<file path="config.mk">
export PLATFORM = sky130hd
export DESIGN_NAME = mem_port_arbiter
export DESIGN_NICKNAME = d
export VERILOG_FILES = /design/src/rtl/mem_arb_pkg.sv /design/src/rtl/mem_arb_rr_pick.sv /design/src/rtl/mem_port_arbiter.sv
export SDC_FILE = /design/constraint.sdc
export NUM_CORES = 1
export LEC_CHECK = 0
export CORE_MARGIN = 8
export CORE_UTILIZATION = 30
export DETAILED_ROUTE_END_ITERATION = 16
export MAX_ROUTING_LAYER = met4
export PLACE_DENSITY = 0.66
export SETUP_SLACK_MARGIN = 0.1
export SLEW_MARGIN = 20
export SYNTH_ARGS = -nofsm -noshare
export SYNTH_HDL_FRONTEND = slang
export SYNTH_SLANG_ARGS = --single-unit
export TNS_END_PERCENT = 1
</file>
<file path="constraint.sdc">
create_clock -name clk -period 4.6 [get_ports clk]
set_clock_uncertainty 0.15 [all_clocks]
set_input_delay 1.15 -clock clk [delete_from_list [all_inputs] [get_ports clk]]
set_output_delay 1.15 -clock clk [all_outputs]
set_load 0.1 [all_outputs]
</file>
<file path="src/rtl/mem_arb_pkg.sv">
// Shared definitions for the memory port arbiter.
//   arb_state_e        : FSM encoding (IDLE, ISSUE, WAIT, ACK)
//   OWN_CPU / OWN_DBG  : owner encoding for the two requesters
//   MEM_LAT_MIN/MAX    : legal range of the memory read latency
//   LAT_CNT_W          : latency counter width, sized for MEM_LAT_MAX
package mem_arb_pkg;

    typedef enum logic [1:0] {
        ST_IDLE  = 2'b00,
        ST_ISSUE = 2'b01,
        ST_WAIT  = 2'b10,
        ST_ACK   = 2'b11
    } arb_state_e;

    localparam logic OWN_CPU = 1'b0;
    localparam logic OWN_DBG = 1'b1;

    localparam int MEM_LAT_MIN = 1;
    localparam int MEM_LAT_MAX = 7;
    localparam int LAT_CNT_W   = 3;

endpackage

</file>
<file path="src/rtl/mem_arb_rr_pick.sv">
// Combinational grant picker for the two memory requesters.
// Build option: MEM_ARB_CPU_PRIORITY_EN -- when defined the CPU always wins
// a contention and last_owner is ignored; otherwise contention is resolved
// round-robin (the requester that was not granted last wins).
// Ports:
//   cpu_req, dbg_req : request bits
//   last_owner       : owner of the most recently completed access
//   grant_valid      : at least one request is pending
//   grant_owner      : OWN_CPU or OWN_DBG, meaningful when grant_valid
module mem_arb_rr_pick
    import mem_arb_pkg::*;
(
    input  logic cpu_req,
    input  logic dbg_req,
    input  logic last_owner,
    output logic grant_valid,
    output logic grant_owner
);

`ifdef MEM_ARB_CPU_PRIORITY_EN
    logic unused_last_owner;
    assign unused_last_owner = last_owner;
`endif

    always_comb begin
        grant_valid = cpu_req | dbg_req;
        grant_owner = OWN_CPU;
        if (cpu_req && dbg_req) begin
`ifdef MEM_ARB_CPU_PRIORITY_EN
            grant_owner = OWN_CPU;
`else
            grant_owner = (last_owner == OWN_CPU) ? OWN_DBG : OWN_CPU;
`endif
        end else if (dbg_req) begin
            grant_owner = OWN_DBG;
        end
    end

endmodule

</file>
<file path="src/rtl/mem_port_arbiter.sv">
// Shares one synchronous memory between the CPU memory path and a debug /
// loader port. Each access runs IDLE -> ISSUE -> WAIT (MEM_LAT cycles) -> ACK.
// Build option: MEM_ARB_CPU_PRIORITY_EN (see mem_arb_rr_pick).
// Ports:
//   clk, reset (async, active-low)
//   cpu_* : CPU requester (req/we/addr/wdata in, rdata/ack/stall out)
//   dbg_* : debug requester (req/we/addr/wdata in, rdata/ack out)
//   mem_* : memory side (en/we/addr/wdata out, rdata in)
//   fsm_state : current arbiter state, for observation
//
// Handshake: a requester raises req with we/addr/wdata and holds them stable
// until ack, which is high for exactly one cycle. req may stay high after ack
// to ask for the next access. Requests are only sampled in IDLE; once an
// access is issued it always runs to its ack, even if req drops.
module mem_port_arbiter
    import mem_arb_pkg::*;
#(
    parameter int DATA_W  = 32,
    parameter int ADDR_W  = 16,
    parameter int MEM_LAT = 2
) (
    input  logic              clk,
    input  logic              reset,
    input  logic              cpu_req,
    input  logic              cpu_we,
    input  logic [ADDR_W-1:0] cpu_addr,
    input  logic [DATA_W-1:0] cpu_wdata,
    output logic [DATA_W-1:0] cpu_rdata,
    output logic              cpu_ack,
    output logic              cpu_stall,
    input  logic              dbg_req,
    input  logic              dbg_we,
    input  logic [ADDR_W-1:0] dbg_addr,
    input  logic [DATA_W-1:0] dbg_wdata,
    output logic [DATA_W-1:0] dbg_rdata,
    output logic              dbg_ack,
    output logic              mem_en,
    output logic              mem_we,
    output logic [ADDR_W-1:0] mem_addr,
    output logic [DATA_W-1:0] mem_wdata,
    input  logic [DATA_W-1:0] mem_rdata,
    output logic [1:0]        fsm_state
);

    arb_state_e            state_q, state_d;
    logic                  owner_q, owner_d;
    logic                  we_q, we_d;
    logic [ADDR_W-1:0]     addr_q, addr_d;
    logic [DATA_W-1:0]     wdata_q, wdata_d;
    logic [LAT_CNT_W-1:0]  cnt_q, cnt_d;
    logic                  last_owner_q, last_owner_d;
    logic [DATA_W-1:0]     cpu_rdata_q, cpu_rdata_d;
    logic [DATA_W-1:0]     dbg_rdata_q, dbg_rdata_d;
    logic                  grant_valid, grant_owner;
    logic                  wait_done;

    mem_arb_rr_pick u_pick (
        .cpu_req     (cpu_req),
        .dbg_req     (dbg_req),
        .last_owner  (last_owner_q),
        .grant_valid (grant_valid),
        .grant_owner (grant_owner)
    );

    // The counter holds MEM_LAT in the first WAIT cycle and 1 in the last,
    // so WAIT lasts exactly MEM_LAT cycles and the read data is taken on the
    // edge that leaves WAIT.
    assign wait_done = (state_q == ST_WAIT) && (cnt_q == LAT_CNT_W'(1));

    // State register
    always_ff @(posedge clk or negedge reset) begin
        if (!reset) state_q <= ST_IDLE;
        else        state_q <= state_d;
    end

    // Next-state logic
    always_comb begin
        state_d = state_q;
        case (state_q)
            ST_IDLE:  if (grant_valid) state_d = ST_ISSUE;
            ST_ISSUE: state_d = ST_WAIT;
            ST_WAIT:  if (wait_done) state_d = ST_ACK;
            ST_ACK:   state_d = ST_IDLE;
            default:  state_d = ST_IDLE;
        endcase
    end

    // Output logic
    always_comb begin
        mem_en    = (state_q == ST_ISSUE);
        mem_we    = (state_q == ST_ISSUE) && we_q;
        mem_addr  = addr_q;
        mem_wdata = wdata_q;
        cpu_ack   = (state_q == ST_ACK) && (owner_q == OWN_CPU);
        dbg_ack   = (state_q == ST_ACK) && (owner_q == OWN_DBG);
        cpu_stall = cpu_req && !cpu_ack;
        cpu_rdata = cpu_rdata_q;
        dbg_rdata = dbg_rdata_q;
        fsm_state = state_q;
    end

    // Datapath next values: capture the winner's request, run the latency
    // counter, land read data in the owner's port register.
    always_comb begin
        owner_d      = owner_q;
        we_d         = we_q;
        addr_d       = addr_q;
        wdata_d      = wdata_q;
        cnt_d        = cnt_q;
        last_owner_d = last_owner_q;
        cpu_rdata_d  = cpu_rdata_q;
        dbg_rdata_d  = dbg_rdata_q;
        case (state_q)
            ST_IDLE: begin
                if (grant_valid) begin
                    owner_d = grant_owner;
                    if (grant_owner == OWN_CPU) begin
                        we_d    = cpu_we;
                        addr_d  = cpu_addr;
                        wdata_d = cpu_wdata;
                    end else begin
                        we_d    = dbg_we;
                        addr_d  = dbg_addr;
                        wdata_d = dbg_wdata;
                    end
                end
            end
            ST_ISSUE: cnt_d = LAT_CNT_W'(MEM_LAT);
            ST_WAIT: begin
                cnt_d = cnt_q - LAT_CNT_W'(1);
                if (wait_done && !we_q) begin
                    if (owner_q == OWN_CPU) cpu_rdata_d = mem_rdata;
                    else                    dbg_rdata_d = mem_rdata;
                end
            end
            ST_ACK:  last_owner_d = owner_q;
            default: ;
        endcase
    end

    always_ff @(posedge clk or negedge reset) begin
        if (!reset) begin
            owner_q      <= OWN_CPU;
            we_q         <= 1'b0;
            addr_q       <= '0;
            wdata_q      <= '0;
            cnt_q        <= '0;
            last_owner_q <= OWN_DBG;
            cpu_rdata_q  <= '0;
            dbg_rdata_q  <= '0;
        end else begin
            owner_q      <= owner_d;
            we_q         <= we_d;
            addr_q       <= addr_d;
            wdata_q      <= wdata_d;
            cnt_q        <= cnt_d;
            last_owner_q <= last_owner_d;
            cpu_rdata_q  <= cpu_rdata_d;
            dbg_rdata_q  <= dbg_rdata_d;
        end
    end

endmodule

</file>
Word-level counts from Yosys, hierarchy flattened. Cells that the tools add are included.

Register bits after elaboration: 120. Logic and storage cells: 43.

Reductions and logical operators: 15. Multiplexer cells: 10. Equal/unequal tests: 6. Bitwise gates (word level): 2. $add $sub $neg: 1.

Operator list (number): two-way mux 32 bit (1); two-way mux 16 bit (1); case mux 2 bit (4 select lines) (1); logical AND 1 bit (7); case mux 3 bit (2 select lines) (1); AND reduction 3 bit (2); == test 2 bit, second input constant (2); two-way mux 1 bit (4); two-way mux 2 bit (2); != test 2 bit, second input constant (2); AND reduction 2 bit (2); == test 3 x 1 -> 1 bit, second input constant (1); subtractor 3 x 1 -> 3 bit, second input constant (1); == test 2 x 1 -> 1 bit, second input constant (1); zero test 1 bit (2); zero test 2 bit (1); nonzero test 2 bit (1); NOT 1 bit (1); bitwise OR 1 bit (1).

Longest topological paths before layout.
Word-level depth: 4. Mapped depth: 7. Gate-level depth less buffers: 5.

Hierarchy. Synthesis repeated with hierarchy kept, for this count alone.

Cells, all modules: 393. Area, all modules: 5153.7 um^2.

By module, submodules not included: mem_port_arbiter (cells each 391, area each 5139.9 um^2, times used 1); mem_arb_rr_pick (cells each 2, area each 13.8 um^2, times used 1).

Least setup slack after synthesis. OpenSTA, ideal clock, no wires.

Path kind: register -> output. Start point: reg state_q[1] (netlist: fsm_state[1]). End point: out cpu_stall. Arrival: 3631 ps. Path slack: -331 ps. Cell stages (with the launch flop): 4. Required time: 3300 ps. Path buffers: 0. Path through: dfrtp_1 > ha_1 > nor2b_1 > nor2b_1.

Word-level cells in the longest chain between the ends: 4.

RTL lines: start, declared (RTL line mem_port_arbiter.sv:45) `arb_state_e state_q, state_d;`; start signal, assigned (RTL line mem_port_arbiter.sv:73) `else state_q <= state_d;`; == test 2 bit (RTL line mem_port_arbiter.sv:94) `cpu_ack = (state_q == ST_ACK) && (owner_q == OWN_CPU);`; logical AND 1 bit (RTL line mem_port_arbiter.sv:94); named net cpu_ack (RTL line mem_port_arbiter.sv:29) `output logic cpu_ack,`; zero test 1 bit (RTL line mem_port_arbiter.sv:96) `cpu_stall = cpu_req && !cpu_ack;`; logical AND 1 bit (RTL line mem_port_arbiter.sv:96); end, declared (RTL line mem_port_arbiter.sv:30) `output logic cpu_stall,`.

The timed path passes the listed nets, and every way through them passes these cells.

Final worst setup path.
Start point: reg state_q[1] (netlist: fsm_state[1]). End point: out mem_en.

Word-level cells in the longest chain between the ends: 1.

RTL lines: == test 2 x 1 -> 1 bit (RTL line mem_port_arbiter.sv:90) `mem_en = (state_q == ST_ISSUE);`; end, declared (RTL line mem_port_arbiter.sv:37) `output logic mem_en,`.

Every way passes these cells.

==> results.json <==
{
  "grt_antenna_before_repair": 0,
  "grt_pass1_vias": 4797,
  "synth_area_um2": 5110,
  "yosys-top-cells-area": "dfrtp_1 58%, a21oi_1 9.7%, mux2_4 8.8%, mux2_2 7.5%, nand2_1 3.7%",
  "clk_root_buffer_cell": "clkbuf_16",
  "ys_warn_count": 0,
  "arrival_ps": 2340,
  "first_pass_iters": 4,
  "status": "finished clean",
  "drive_gt1_share_pct": 15.6,
  "netlist.area_leader.share_pct": 58.2,
  "cts_made_buffers": 17,
  "report.final.slew_viol_count": 0,
  "cts.path.max_buffers": 2,
  "max_clock_freq_mhz": 275,
  "synthArstFlopShare_pct": 100,
  "grt_max_degree": 62,
  "hold_buffers": 0,
  "worstSetupStartpoint": "fsm_state[1]",
  "grt_usage_pct": 16.0,
  "yosysUniqueCellTypes": 30,
  "ys.flop_type": "dfrtp_1",
  "cts_setup_buffers": 0,
  "max-cap-violations": 0,
  "hpwl_mm": 12.3,
  "diodes": 0,
  "hold_viol_final": 0,
  "grt_pass1_wl_mm": 26.3,
  "wire_per_inst_um": 17.9,
  "cp-end-kind": "output port",
  "htreeDepth": 4,
  "path_cells": "inv_1 -> ha_1 -> clkdlybuf4s50_1",
  "critPathSlowestCell": "clkdlybuf4s50_1",
  "grt-ovfl-total": 0,
  "syn_to_final_growth_pct": 64.6,
  "slew_headroom_pct": 27.9,
  "fp.dieH_um": 147,
  "yosysSeqAreaShare_pct": 58.7,
  "max_stage_delay_ps": 1190,
  "cts.sinks": 120,
  "detail_route.vias_per_cell": 4.77,
  "synth_edf_count": 0,
  "hold_class": "register to register",
  "setup_viol": 0,
  "syn_inst": 446,
  "die_area_um2": 21500,
  "hold_start": "cpu_rdata[4]",
  "drt_iter0_drc": 169,
  "initial_core_util_pct": 30.7,
  "cts_resized": 0,
  "crit_fanout": 5,
  "post-route-drc-count": 0,
  "clk_latency_ps": 400,
  "crit_type": "register to output port",
  "port_buffers": 252,
  "yosysTopAreaCell": "dfrtp_1",
  "synth_nets": 587,
  "ant_nets": 0,
  "min_period_ps": 3640,
  "fin_crit_sh_pct": 79.2,
  "r2r_start": "fsm_state[0]",
  "core_area_um2": 16600,
  "tns_ps": 0,
  "rsz0062_at_grt": "no",
  "ys_top_cells_by_count": "119 x dfrtp_1, 99 x a21oi_1, 51 x nand2_1",
  "cts_tree": "done",
  "ys_seq_elements": 120,
  "tightest_slew_ps": 1080,
  "start_kind": "register",
  "num_vias": 4420,
  "place_congestion": 0.767,
  "fp.dieW_um": 147,
  "row_count": 47,
  "finalNetCount": 835,
  "routed_wl_mm": 16.6,
  "clk_pin_slew_ps": 60,
  "synth_area_per_cell_um2": 11.5,
  "reg2reg_slack_ps": 1810,
  "crit_required_ps": 3300,
  "synth.most_common_cell": "dfrtp_1",
  "io_pins": 253
}
[metal layers]
metal,share of wire (%),global-route usage [%]
met1,43,18.4
met2,47,24.6
met3,9.1,7.39
met4,1.4,4.59
met5,0,-
[cell families (layout without fill, tap and decap cells)]
kind of cell	count (synthesis)	after routing	synth area share (%)
buffers and inverters	33	293	2.96
muxes	66	66	16.7
adders and majority gates	7	7	1.71
and+or+nand+nor	111	111	8.81
DFF	120	120	58.7
AOI/OAI and AO/OA	109	109	11.1
[worst paths after layout]
kind | end | depth (start not counted)
min | cpu_rdata[4] | 1
max | mem_en | 3
min reg2reg | cpu_rdata[4] | 1
max reg2reg | dbg_rdata[29] | 5
min in group asynchronous | dbg_rdata[16] | 1
max in group asynchronous | dbg_rdata[8] | 2
[state kept, by name, indices dropped and copies added (netlist names)]
signal        cells
dbg_rdata        32
owner_q           1
fsm_state         2
we_q              1
mem_wdata        32
cnt_q             3
cpu_rdata        32
mem_addr         16
last_owner_q      1
[per-stage QoR]
step                      setup slack, ps  area [µm²]  hold WS (ps)  utilization [%]  cells
after CTS                             925        8410           356             50.6    926
after detailed placement              997        7850           344             47.2    895
after floorplan                       395        5120           369                -    446
final                                 957        8420           345             50.6    926
after global placement                989        7850           323             47.2    895
after global routing                  838        8420           360             50.6    926
[worst max-delay path, delay by kind of cell, from the launching register on]
family / cells / cell delay (ps)
adder cells (fa/ha/maj): 1 / 200
flip-flops: 1 / 420
buffers and inverters: 2 / 1310
[placed cells by master (no fill, tap or decap), types with 2 or more instances in the layout]
master	netlist	routed
clkinv_2	0	4
nand2_1	51	51
bufinv_16	0	2
a21oi_1	99	99
clkbuf_16	0	17
dfrtp_1	119	119
nor2_1	50	50
buf_4	0	7
inv_1	5	5
and2_1	2	2
mux2_1	2	2
clkinvlp_4	0	3
ha_1	7	7
clkbuf_1	20	2
o21ai_0	3	3
mux2_2	34	34
clkinv_4	0	2
mux2_4	30	30
clkdlybuf4s50_1	0	248
[cell type report]
type	instances	area, µm²
Inverter	6	22.5
Multi-Input combinational cell	293	2000
Timing Repair Buffer	256	2550
Fill cell	1491	8220
Sequential cell	120	3000
Tap cell	220	275
Clock buffer	19	433
Clock inverter	12	129
Power is left out: the tool's default activity adds up to more than one toggle a clock period on the data nets, which glitch-free logic cannot reach.
